$ cat src/rtl/mem_port_arbiter_if.sv
// Request/response bundle between the datapath ports, the arbiter and the shared memory port.
// The slave side is the arbiter; the master side is the datapath plus memory.
interface mem_port_arbiter_if;
  logic        inst_read;
  logic [31:0] inst_addr;
  logic        inst_resp;
  logic [31:0] inst_rdata;

  logic        data_read;
  logic        data_write;
  logic [3:0]  data_mbe;
  logic [31:0] data_addr;
  logic [31:0] data_wdata;
  logic        data_resp;
  logic [31:0] data_rdata;

  logic        pmem_read;
  logic        pmem_write;
  logic [31:0] pmem_addr;
  logic [3:0]  pmem_mbe;
  logic [31:0] pmem_wdata;
  logic        pmem_resp;
  logic [31:0] pmem_rdata;

  modport slave (
    input  inst_read, inst_addr,
    input  data_read, data_write, data_mbe, data_addr, data_wdata,
    input  pmem_resp, pmem_rdata,
    output inst_resp, inst_rdata,
    output data_resp, data_rdata,
    output pmem_read, pmem_write, pmem_addr, pmem_mbe, pmem_wdata
  );

  modport master (
    output inst_read, inst_addr,
    output data_read, data_write, data_mbe, data_addr, data_wdata,
    output pmem_resp, pmem_rdata,
    input  inst_resp, inst_rdata,
    input  data_resp, data_rdata,
    input  pmem_read, pmem_write, pmem_addr, pmem_mbe, pmem_wdata
  );
endinterface

$ cat src/rtl/mem_port_arbiter.sv
// Shares one memory port between instruction fetch and data access.
// Data wins by default; a saturating streak counter bounds how long fetch can wait.
module mem_port_arbiter #(
  parameter int unsigned MAX_D_STREAK = 4
) (
  input  logic             clk,
  input  logic             rst,
  mem_port_arbiter_if.slave bus
);

  localparam logic [3:0] MAX_S = 4'(MAX_D_STREAK);

  typedef enum logic [1:0] {IDLE, GNT_I, GNT_D, DONE} state_e;

  typedef struct packed {
    logic [31:0] addr;
    logic [3:0]  mbe;
    logic [31:0] wdata;
    logic        we;
  } hold_t;

  state_e      state_q;
  logic [3:0]  streak_q, streak_d;
  hold_t       hold_q, hold_d;
  logic        pmem_read_q, pmem_write_q;
  logic        inst_resp_q, data_resp_q;
  logic [31:0] inst_rdata_q, data_rdata_q;
  logic        data_req, gnt_d, gnt_i;

  // Low address bits never reach memory; the port is word-addressed.
  logic unused_addr_lsbs;
  assign unused_addr_lsbs = ^{bus.inst_addr[1:0], bus.data_addr[1:0]};

  always_comb begin
    data_req = bus.data_read | bus.data_write;
    gnt_d    = data_req && !(bus.inst_read && (streak_q == MAX_S));
    gnt_i    = bus.inst_read && !gnt_d;

    // read+write together is illegal and resolves to a write
    hold_d = '0;
    if (gnt_d) begin
      hold_d.addr  = {bus.data_addr[31:2], 2'b00};
      hold_d.we    = bus.data_write;
      hold_d.mbe   = bus.data_write ? bus.data_mbe : 4'hF;
      hold_d.wdata = bus.data_wdata;
    end else if (gnt_i) begin
      hold_d.addr = {bus.inst_addr[31:2], 2'b00};
      hold_d.mbe  = 4'hF;
    end

    streak_d = '0;
    if (gnt_d && bus.inst_read)
      streak_d = (streak_q == MAX_S) ? streak_q : streak_q + 4'd1;
  end

  always_ff @(posedge clk or negedge rst) begin
    if (!rst) begin
      state_q      <= IDLE;
      streak_q     <= '0;
      hold_q       <= '0;
      pmem_read_q  <= 1'b0;
      pmem_write_q <= 1'b0;
      inst_resp_q  <= 1'b0;
      data_resp_q  <= 1'b0;
      inst_rdata_q <= '0;
      data_rdata_q <= '0;
    end else begin
      case (state_q)
        IDLE: begin
          if (gnt_d || gnt_i) begin
            hold_q       <= hold_d;
            streak_q     <= streak_d;
            pmem_read_q  <= !hold_d.we;
            pmem_write_q <= hold_d.we;
            state_q      <= gnt_d ? GNT_D : GNT_I;
          end
        end
        GNT_I, GNT_D: begin
          if (bus.pmem_resp) begin
            pmem_read_q  <= 1'b0;
            pmem_write_q <= 1'b0;
            state_q      <= DONE;
            if (state_q == GNT_I) begin
              inst_resp_q  <= 1'b1;
              inst_rdata_q <= bus.pmem_rdata;
            end else begin
              data_resp_q  <= 1'b1;
              data_rdata_q <= bus.pmem_rdata;
            end
          end
        end
        // Dead cycle lets the served requester drop or change its request.
        DONE: begin
          inst_resp_q <= 1'b0;
          data_resp_q <= 1'b0;
          state_q     <= IDLE;
        end
        default: state_q <= IDLE;
      endcase
    end
  end

  assign bus.pmem_read  = pmem_read_q;
  assign bus.pmem_write = pmem_write_q;
  assign bus.pmem_addr  = hold_q.addr;
  assign bus.pmem_mbe   = hold_q.mbe;
  assign bus.pmem_wdata = hold_q.wdata;
  assign bus.inst_resp  = inst_resp_q;
  assign bus.inst_rdata = inst_rdata_q;
  assign bus.data_resp  = data_resp_q;
  assign bus.data_rdata = data_rdata_q;

endmodule

$ cat src/flat_wrapper.sv
// flat-port wrapper written by rule: the top's interface ports become plain ports
module mem_port_arbiter_flat 
#(
  parameter int unsigned MAX_D_STREAK = 4
)
  (clk, rst, bus_inst_read, bus_inst_addr, bus_data_read, bus_data_write, bus_data_mbe, bus_data_addr, bus_data_wdata, bus_pmem_resp, bus_pmem_rdata, bus_inst_resp, bus_inst_rdata, bus_data_resp, bus_data_rdata, bus_pmem_read, bus_pmem_write, bus_pmem_addr, bus_pmem_mbe, bus_pmem_wdata);
  mem_port_arbiter_if bus_i ();
  input  logic clk;
  input  logic rst;
  input wire logic [$bits(bus_i.inst_read)-1:0] bus_inst_read;
  input wire logic [$bits(bus_i.inst_addr)-1:0] bus_inst_addr;
  input wire logic [$bits(bus_i.data_read)-1:0] bus_data_read;
  input wire logic [$bits(bus_i.data_write)-1:0] bus_data_write;
  input wire logic [$bits(bus_i.data_mbe)-1:0] bus_data_mbe;
  input wire logic [$bits(bus_i.data_addr)-1:0] bus_data_addr;
  input wire logic [$bits(bus_i.data_wdata)-1:0] bus_data_wdata;
  input wire logic [$bits(bus_i.pmem_resp)-1:0] bus_pmem_resp;
  input wire logic [$bits(bus_i.pmem_rdata)-1:0] bus_pmem_rdata;
  output wire logic [$bits(bus_i.inst_resp)-1:0] bus_inst_resp;
  output wire logic [$bits(bus_i.inst_rdata)-1:0] bus_inst_rdata;
  output wire logic [$bits(bus_i.data_resp)-1:0] bus_data_resp;
  output wire logic [$bits(bus_i.data_rdata)-1:0] bus_data_rdata;
  output wire logic [$bits(bus_i.pmem_read)-1:0] bus_pmem_read;
  output wire logic [$bits(bus_i.pmem_write)-1:0] bus_pmem_write;
  output wire logic [$bits(bus_i.pmem_addr)-1:0] bus_pmem_addr;
  output wire logic [$bits(bus_i.pmem_mbe)-1:0] bus_pmem_mbe;
  output wire logic [$bits(bus_i.pmem_wdata)-1:0] bus_pmem_wdata;
  assign bus_i.inst_read = bus_inst_read;
  assign bus_i.inst_addr = bus_inst_addr;
  assign bus_i.data_read = bus_data_read;
  assign bus_i.data_write = bus_data_write;
  assign bus_i.data_mbe = bus_data_mbe;
  assign bus_i.data_addr = bus_data_addr;
  assign bus_i.data_wdata = bus_data_wdata;
  assign bus_i.pmem_resp = bus_pmem_resp;
  assign bus_i.pmem_rdata = bus_pmem_rdata;
  assign bus_inst_resp = bus_i.inst_resp;
  assign bus_inst_rdata = bus_i.inst_rdata;
  assign bus_data_resp = bus_i.data_resp;
  assign bus_data_rdata = bus_i.data_rdata;
  assign bus_pmem_read = bus_i.pmem_read;
  assign bus_pmem_write = bus_i.pmem_write;
  assign bus_pmem_addr = bus_i.pmem_addr;
  assign bus_pmem_mbe = bus_i.pmem_mbe;
  assign bus_pmem_wdata = bus_i.pmem_wdata;
  mem_port_arbiter #(.MAX_D_STREAK(MAX_D_STREAK)) u_core (.clk(clk), .rst(rst), .bus(bus_i));
endmodule
$ cat config.mk
export PLATFORM = sky130hd
export DESIGN_NAME = mem_port_arbiter_flat
export DESIGN_NICKNAME = d
export VERILOG_FILES = /design/src/rtl/mem_port_arbiter_if.sv /design/src/rtl/mem_port_arbiter.sv /design/src/flat_wrapper.sv
export SDC_FILE = /design/constraint.sdc
export NUM_CORES = 1
export LEC_CHECK = 0
export ABC_AREA = 1
export CAP_MARGIN = 20
export CORE_MARGIN = 2
export CORE_UTILIZATION = 38
export DETAILED_ROUTE_END_ITERATION = 10
export PLACE_DENSITY = 0.77
export SYNTH_ARGS = -nofsm -noshare
export SYNTH_HDL_FRONTEND = slang
export SYNTH_SLANG_ARGS = --single-unit
$ cat constraint.sdc
create_clock -name clk -period 1.6 [get_ports clk]
set_input_delay 0.4 -clock clk [delete_from_list [all_inputs] [get_ports clk]]
set_output_delay 0.4 -clock clk [all_outputs]
set_load 0.1 [all_outputs]
# == Yosys cells after proc, flatten, opt, wreduce, memory -nomap -nowiden ==
# Cells that the tools add are included.
# totals
reg_bits,142
in_bits,138
output_inout_bits,136
word_cells,64
# op_classes
n_addsub,1
n_eq_ne,9
muxes,21
bitwise,2
n_reduce_logical,20
# op_table
op,n
$mux 36,2
$mux 33,1
$reduce_and 3->1,6
$mux 4,3
$pmux 1 s2,4
$mux 1,7
$mux 2,3
$ne 2x2->1 const B,3
$pmux 2 s3,1
$add 4x1->4 const B,1
$eq 2x2->1 const B,2
$eq 4x3->1 const B,1
$logic_and 1x1->1,4
$ne 2x1->1 const B,2
$reduce_and 2->1,2
$reduce_bool 2->1,2
$logic_not 1->1,3
$eq 2x1->1 const B,1
$logic_not 2->1,1
$reduce_or 2->1,1
$logic_or 1x1->1,1
$not 1->1,1
$or 1x1->1,1

# == Logic depth before layout (Yosys ltp) ==
# logic_depth
ltp_word,9
mapped_depth,10
depth_no_buf,9

# == Worst setup path after synthesis ==
# Ideal clock, no wire load.
# synth_timing
path_type,register to register
startpoint,register u_core.state_q[0]
endpoint,"register u_core.data_rdata_q[10], in the netlist u_core.bus.data_rdata[10]"
setup_time_ns,0.083
arrival_ns,1.429
required_time_ns,1.517
setup_slack_ns,0.089
path_stages_with_launch,8
path_buffers,2
synth_period_minus_slack_ns,1.511
path_cell_list,dfrtp_1 inv_1 ha_1 buf_2 nand2_2 clkbuf_1 nand2_1 o21ai_0
# synth_between
elab_chain_cells,3
word_cells_on_any_way,5
cone_classes,eq/ne: 2; bitwise: 1; reduce/logical: 2
# synth_rtl
item,line_no,text
start: declaration,mem_port_arbiter.sv:22,state_e state_q;
start signal: assignment,mem_port_arbiter.sv:75,state_q <= gnt_d ? GNT_D : GNT_I;
$eq 2x2->1 or $eq 2x1->1 (tied branches),"mem_port_arbiter.sv:68, mem_port_arbiter.sv:83",
$reduce_or 2->1 or $not 1->1 (tied branches),-,
$reduce_and 3->1 (no line) (*),-,
end signal: assignment,mem_port_arbiter.sv:88,data_rdata_q <= bus.pmem_rdata;
end: declaration,mem_port_arbiter.sv:27,"logic [31:0] inst_rdata_q, data_rdata_q;"
# Mark *: on every way between the ends. The rest lies on a longest branch, timed or not.
# A chain may end at the register's enable or synchronous reset.

# == Final worst setup path ==
# layout_timing
startpoint,register u_core.streak_q[0]
endpoint,"register u_core.hold_q, in the netlist u_core.bus.pmem_wdata[4]"
# layout_between
elab_chain_cells,8
word_cells_on_any_way,9
cone_classes,eq/ne: 1; mux: 1; reduce/logical: 7
# layout_rtl
item,line_no,text
start: declaration,mem_port_arbiter.sv:23,"logic [3:0] streak_q, streak_d;"
start signal: assignment,mem_port_arbiter.sv:72,streak_q <= streak_d;
$eq 4x3->1 (*),mem_port_arbiter.sv:36,gnt_d = data_req && !(bus.inst_read && (streak_q == MAX_S));
$logic_and 1x1->1 (*),mem_port_arbiter.sv:36,
$logic_not 1->1 (*),mem_port_arbiter.sv:36,
$logic_and 1x1->1 (*),mem_port_arbiter.sv:36,
$logic_not 1->1,mem_port_arbiter.sv:37,gnt_i = bus.inst_read && !gnt_d;
$logic_and 1x1->1,mem_port_arbiter.sv:37,
$logic_or 1x1->1,mem_port_arbiter.sv:70,if (gnt_d || gnt_i) begin
$reduce_and 2->1 (no line),-,
end signal: assignment,mem_port_arbiter.sv:71,hold_q <= hold_d;
end: declaration,mem_port_arbiter.sv:24,"hold_t hold_q, hold_d;"
# Marks and branches as above.

==> impl_summary.txt <==
----------------------------------------------------
[STA]
  Number of hold-slack violations in the final timing report ... 0
  Part of the cycle the worst path needs ... 91.49%
  Clock skew after layout ... 7.243 ps
  F_max ... a little under 0.7 GHz
  Max-slew violation count ... 0
  Final critical path time including I/O delays and setup ... 1464 ps
  Setup repair after global routing missed its margin ... no
  Count of final setup violators ... 0
  Worst Hold Slack ... approximately 450 ps

[Critical path]
  Worst endpoint required time ... ~1900 ps
  Worst EP arrival ... between 1500 and 2000 ps
  Critical R2R Capture ... u_core.bus.pmem_wdata[4]$_DFFE_PN0P_
  Worst reg2reg path startpoint ... u_core.streak_q[0]$_DFFE_PN0P_
  Number of cells on the worst reg-to-reg path ... 10
  Setup crit end ... u_core.bus.pmem_wdata[4]$_DFFE_PN0P_
  Setup crit start ... u_core.streak_q[0]$_DFFE_PN0P_
  Setup Crit Path Kind ... reg2reg
  Worst Path Max Fanout ... 32
  Kind of end point of the critical path ... flop
  CP Launch Type ... flop
  Reg-to-reg slack, setup ... around 140 ps

[Routing]
  1st-pass router iterations ... 4
  Antenna Nets Post-Route ... 0
  DR vias/cell ... between 4 and 5
  Detailed-route via count ... about 5,800
  # DRC ... 0
  Avg WL per Cell ... between 15 and 20 um
  Total wire length ... between 15,000 and 20,000 um
  First-iteration detailed-routing DRC count ... roughly 260

[GRT]
  Fraction of met3 tracks used by global routing ... between 10% and 20%
  Largest net degree at the start of global routing ... 65
  Antenna violations before repair ... 0
  Most crowded layer after global routing ... met2
  Number of global-route vias before repair ... 5,946
  First-pass GRT wire length ... approximately 30,000 um
  Overflow left after global routing ... 0
  Fraction of met2 tracks used by global routing ... slightly below 40%
  Met1 Resource Use GR ... ~25%
  Overall Global Routing Usage ... roughly 23%

[Yosys]
  Count of synthesis-stage warnings from yosys ... 0
  Average cell area after synthesis ... ~8.5 sq um
  Instance count of the mapped netlist ... between 700 and 800
  Register bit count reported by yosys ... 140
  Distinct cell type count after synthesis ... 25
  Summed instance area of the synthesized netlist ... just over 6000 sq um
  Seq/Total Area, Yosys ... between 50% and 60%

[Final layout]
  Number of nets in the finished design ... roughly 1,100
  Layout cell share with drive strength beyond 1 ... 21.70%
  Filler cell count ... 1,076
  # diodes ... 0
  Layout Utilization ... between 70% and 80%
  Synthesis-to-finish area growth ... 83.42%

[Floorplan]
  Floorplan die area ... 17,090 sq um
  Initial core utilization ... approximately two fifths
  # IOs ... approximately 270
  Die W ... 130.7 um
  Core box area ... 15,770 sq um
  Y dimension of the die ... 130.7 um
  Placement row count ... 46

[Place]
  RD Place Congestion ... 0.7950
  # port buffers ... ~270
  Post-DP HPWL ... ~14,000 um

[Run]
  Max_cap viols ... 0

[Outcome]
  Status ... finished clean

[Worst hold path]
  Hold Path Class ... in2async

[Clocking]
  Clock sinks ... 140
  Number of buffers on the longest clock path ... 2
  Clock tree from TritonCTS ... built
  Number of H-tree branching levels ... 4
  Clock Root Buffer ... clkbuf_16
  Clock Pin Slew Worst Setup and Hold Paths ... roughly 60 ps
  Worst skew pair latency ... 410 ps
  Number of buffers added by the clock tree synthesis step ... 17

----------------------------------------------------
==> worst max-delay path: stages (launching register included) <==
cell and delay, ps:
dfrtp_1 340, inv_1 60, ha_1 220, nand2_1 60, inv_1 50, nand2_2 120
nand2_2 90, nor2_4 100, buf_12 190, nand2_1 90, nand2_1 70
==> synthesized netlist by cell type (all sizes together) <==
| library cell | instances | share of area (%) |
|---|---|---|
| nand3 | 38 | 3.3 |
| o21ai | 70 | 5.7 |
| buf | 28 | 3.6 |
| nand2 | 262 | 16 |
| nand4 | 32 | 3.3 |
| nor2 | 40 | 2.6 |
| clkbuf | 14 | 0.86 |
| a21oi | 3 | 0.31 |
| xnor2 | 1 | 0.14 |
| inv | 74 | 4.6 |
| or2 | 2 | 0.20 |
| a31oi | 2 | 0.20 |
| conb | 1 | 0.061 |
| dfrtp | 140 | 57 |
| ha | 7 | 1.4 |
==> cells in the final DEF (no fill, tap or decap), types with 3 or more instances in the layout <==
cell type / netlist / final
buf_12: 0 / 148
buf_4: 5 / 23
clkbuf_16: 0 / 17
clkbuf_8: 0 / 4
clkdlybuf4s50_1: 0 / 132
dfrtp_1: 140 / 140
ha_1: 7 / 6
inv_1: 71 / 70
inv_2: 3 / 4
nand2_1: 257 / 257
nand2_2: 5 / 4
nand3_1: 36 / 36
nand4_1: 32 / 32
nor2_1: 38 / 38
o21ai_0: 68 / 67
o21ai_1: 2 / 3
==> kinds of logic (layout without fill, tap and decap cells) <==
group / after synthesis / in the layout / synth area share (%)
compound gates: 75 / 75 / 6.251
other cells: 1 / 2 / 0.06143
xor+xnor: 1 / 1 / 0.1435
buf+inv: 116 / 410 / 9.018
fa+ha+maj: 7 / 7 / 1.435
flops: 140 / 140 / 57.39
simple gates: 374 / 374 / 25.70
==> state kept, by name (all words and copies together) (netlist names) <==
signal,flops
u_core.bus.data_rdata,32
u_core.bus.data_resp,1
u_core.bus.inst_rdata,32
u_core.bus.inst_resp,1
u_core.bus.pmem_addr,30
u_core.bus.pmem_mbe,4
u_core.bus.pmem_read,1
u_core.bus.pmem_wdata,32
u_core.bus.pmem_write,1
u_core.state_q,2
u_core.streak_q,4
==> layout make-up <==
| type | instances | area (sq um) | area share [%] |
|---|---|---|---|
| Clock buffer | 22 | 484.2 | 4.324 |
| Clock inverter | 9 | 111.4 | 0.9945 |
| Inverter | 74 | 277.8 | 2.481 |
| Multi-Input combinational cell | 459 | 2072 | 18.50 |
| Sequential cell | 140 | 3503 | 31.29 |
| Tap cell | 216 | 270.3 | 2.414 |
| Timing Repair Buffer | 305 | 4478 | 39.99 |
==> worst min path at each step <==
stage	start	endpoint	slack, ps	cells past startpoint
2_1_floorplan	rst	u_core.bus.data_rdata[0]$_DFFE_PN0P_	100	0
3_3_place_gp	rst	u_core.bus.data_rdata[28]$_DFFE_PN0P_	330	1
3_5_place_dp	rst	u_core.bus.data_rdata[29]$_DFFE_PN0P_	330	1
4_1_cts	rst	u_core.bus.data_rdata[29]$_DFFE_PN0P_	460	2
5_1_grt	rst	u_core.bus.inst_rdata[28]$_DFFE_PN0P_	470	2
6_report	rst	u_core.bus.data_rdata[29]$_DFFE_PN0P_	450	2
==> per-stage QoR <==
step                      area [sq um]  TNS (ps)  setup WS (ps)  cells
after detailed placement         10580    -18100         -262.3   1193
after CTS                        11190         0          22.74   1225
after global routing             11200         0         0.9437   1225
final                            11200         0          136.1   1225
after floorplan                   6108         0          88.68    715
after global placement           10580    -13330         -189.1   1193
==> routing by layer <==
layer	share of wire (%)	up-vias	wire [um]
li1	-	2798	-
met1	37	2711	7003
met2	50	237	9600
met3	11	24	2167
met4	1.6	0	298
met5	0	-	0
==> what timing repair did <==
item                                    CTS  global route
hold endpoints to repair                 28             0
hold buffers                              1             0
gates resized for setup                   1             3
endpoints found under the setup margin    9            42
buffers inserted                          0             0
Power is not shown: default switching activity piles up to over one toggle a cycle in this logic, so the estimate is an artifact.
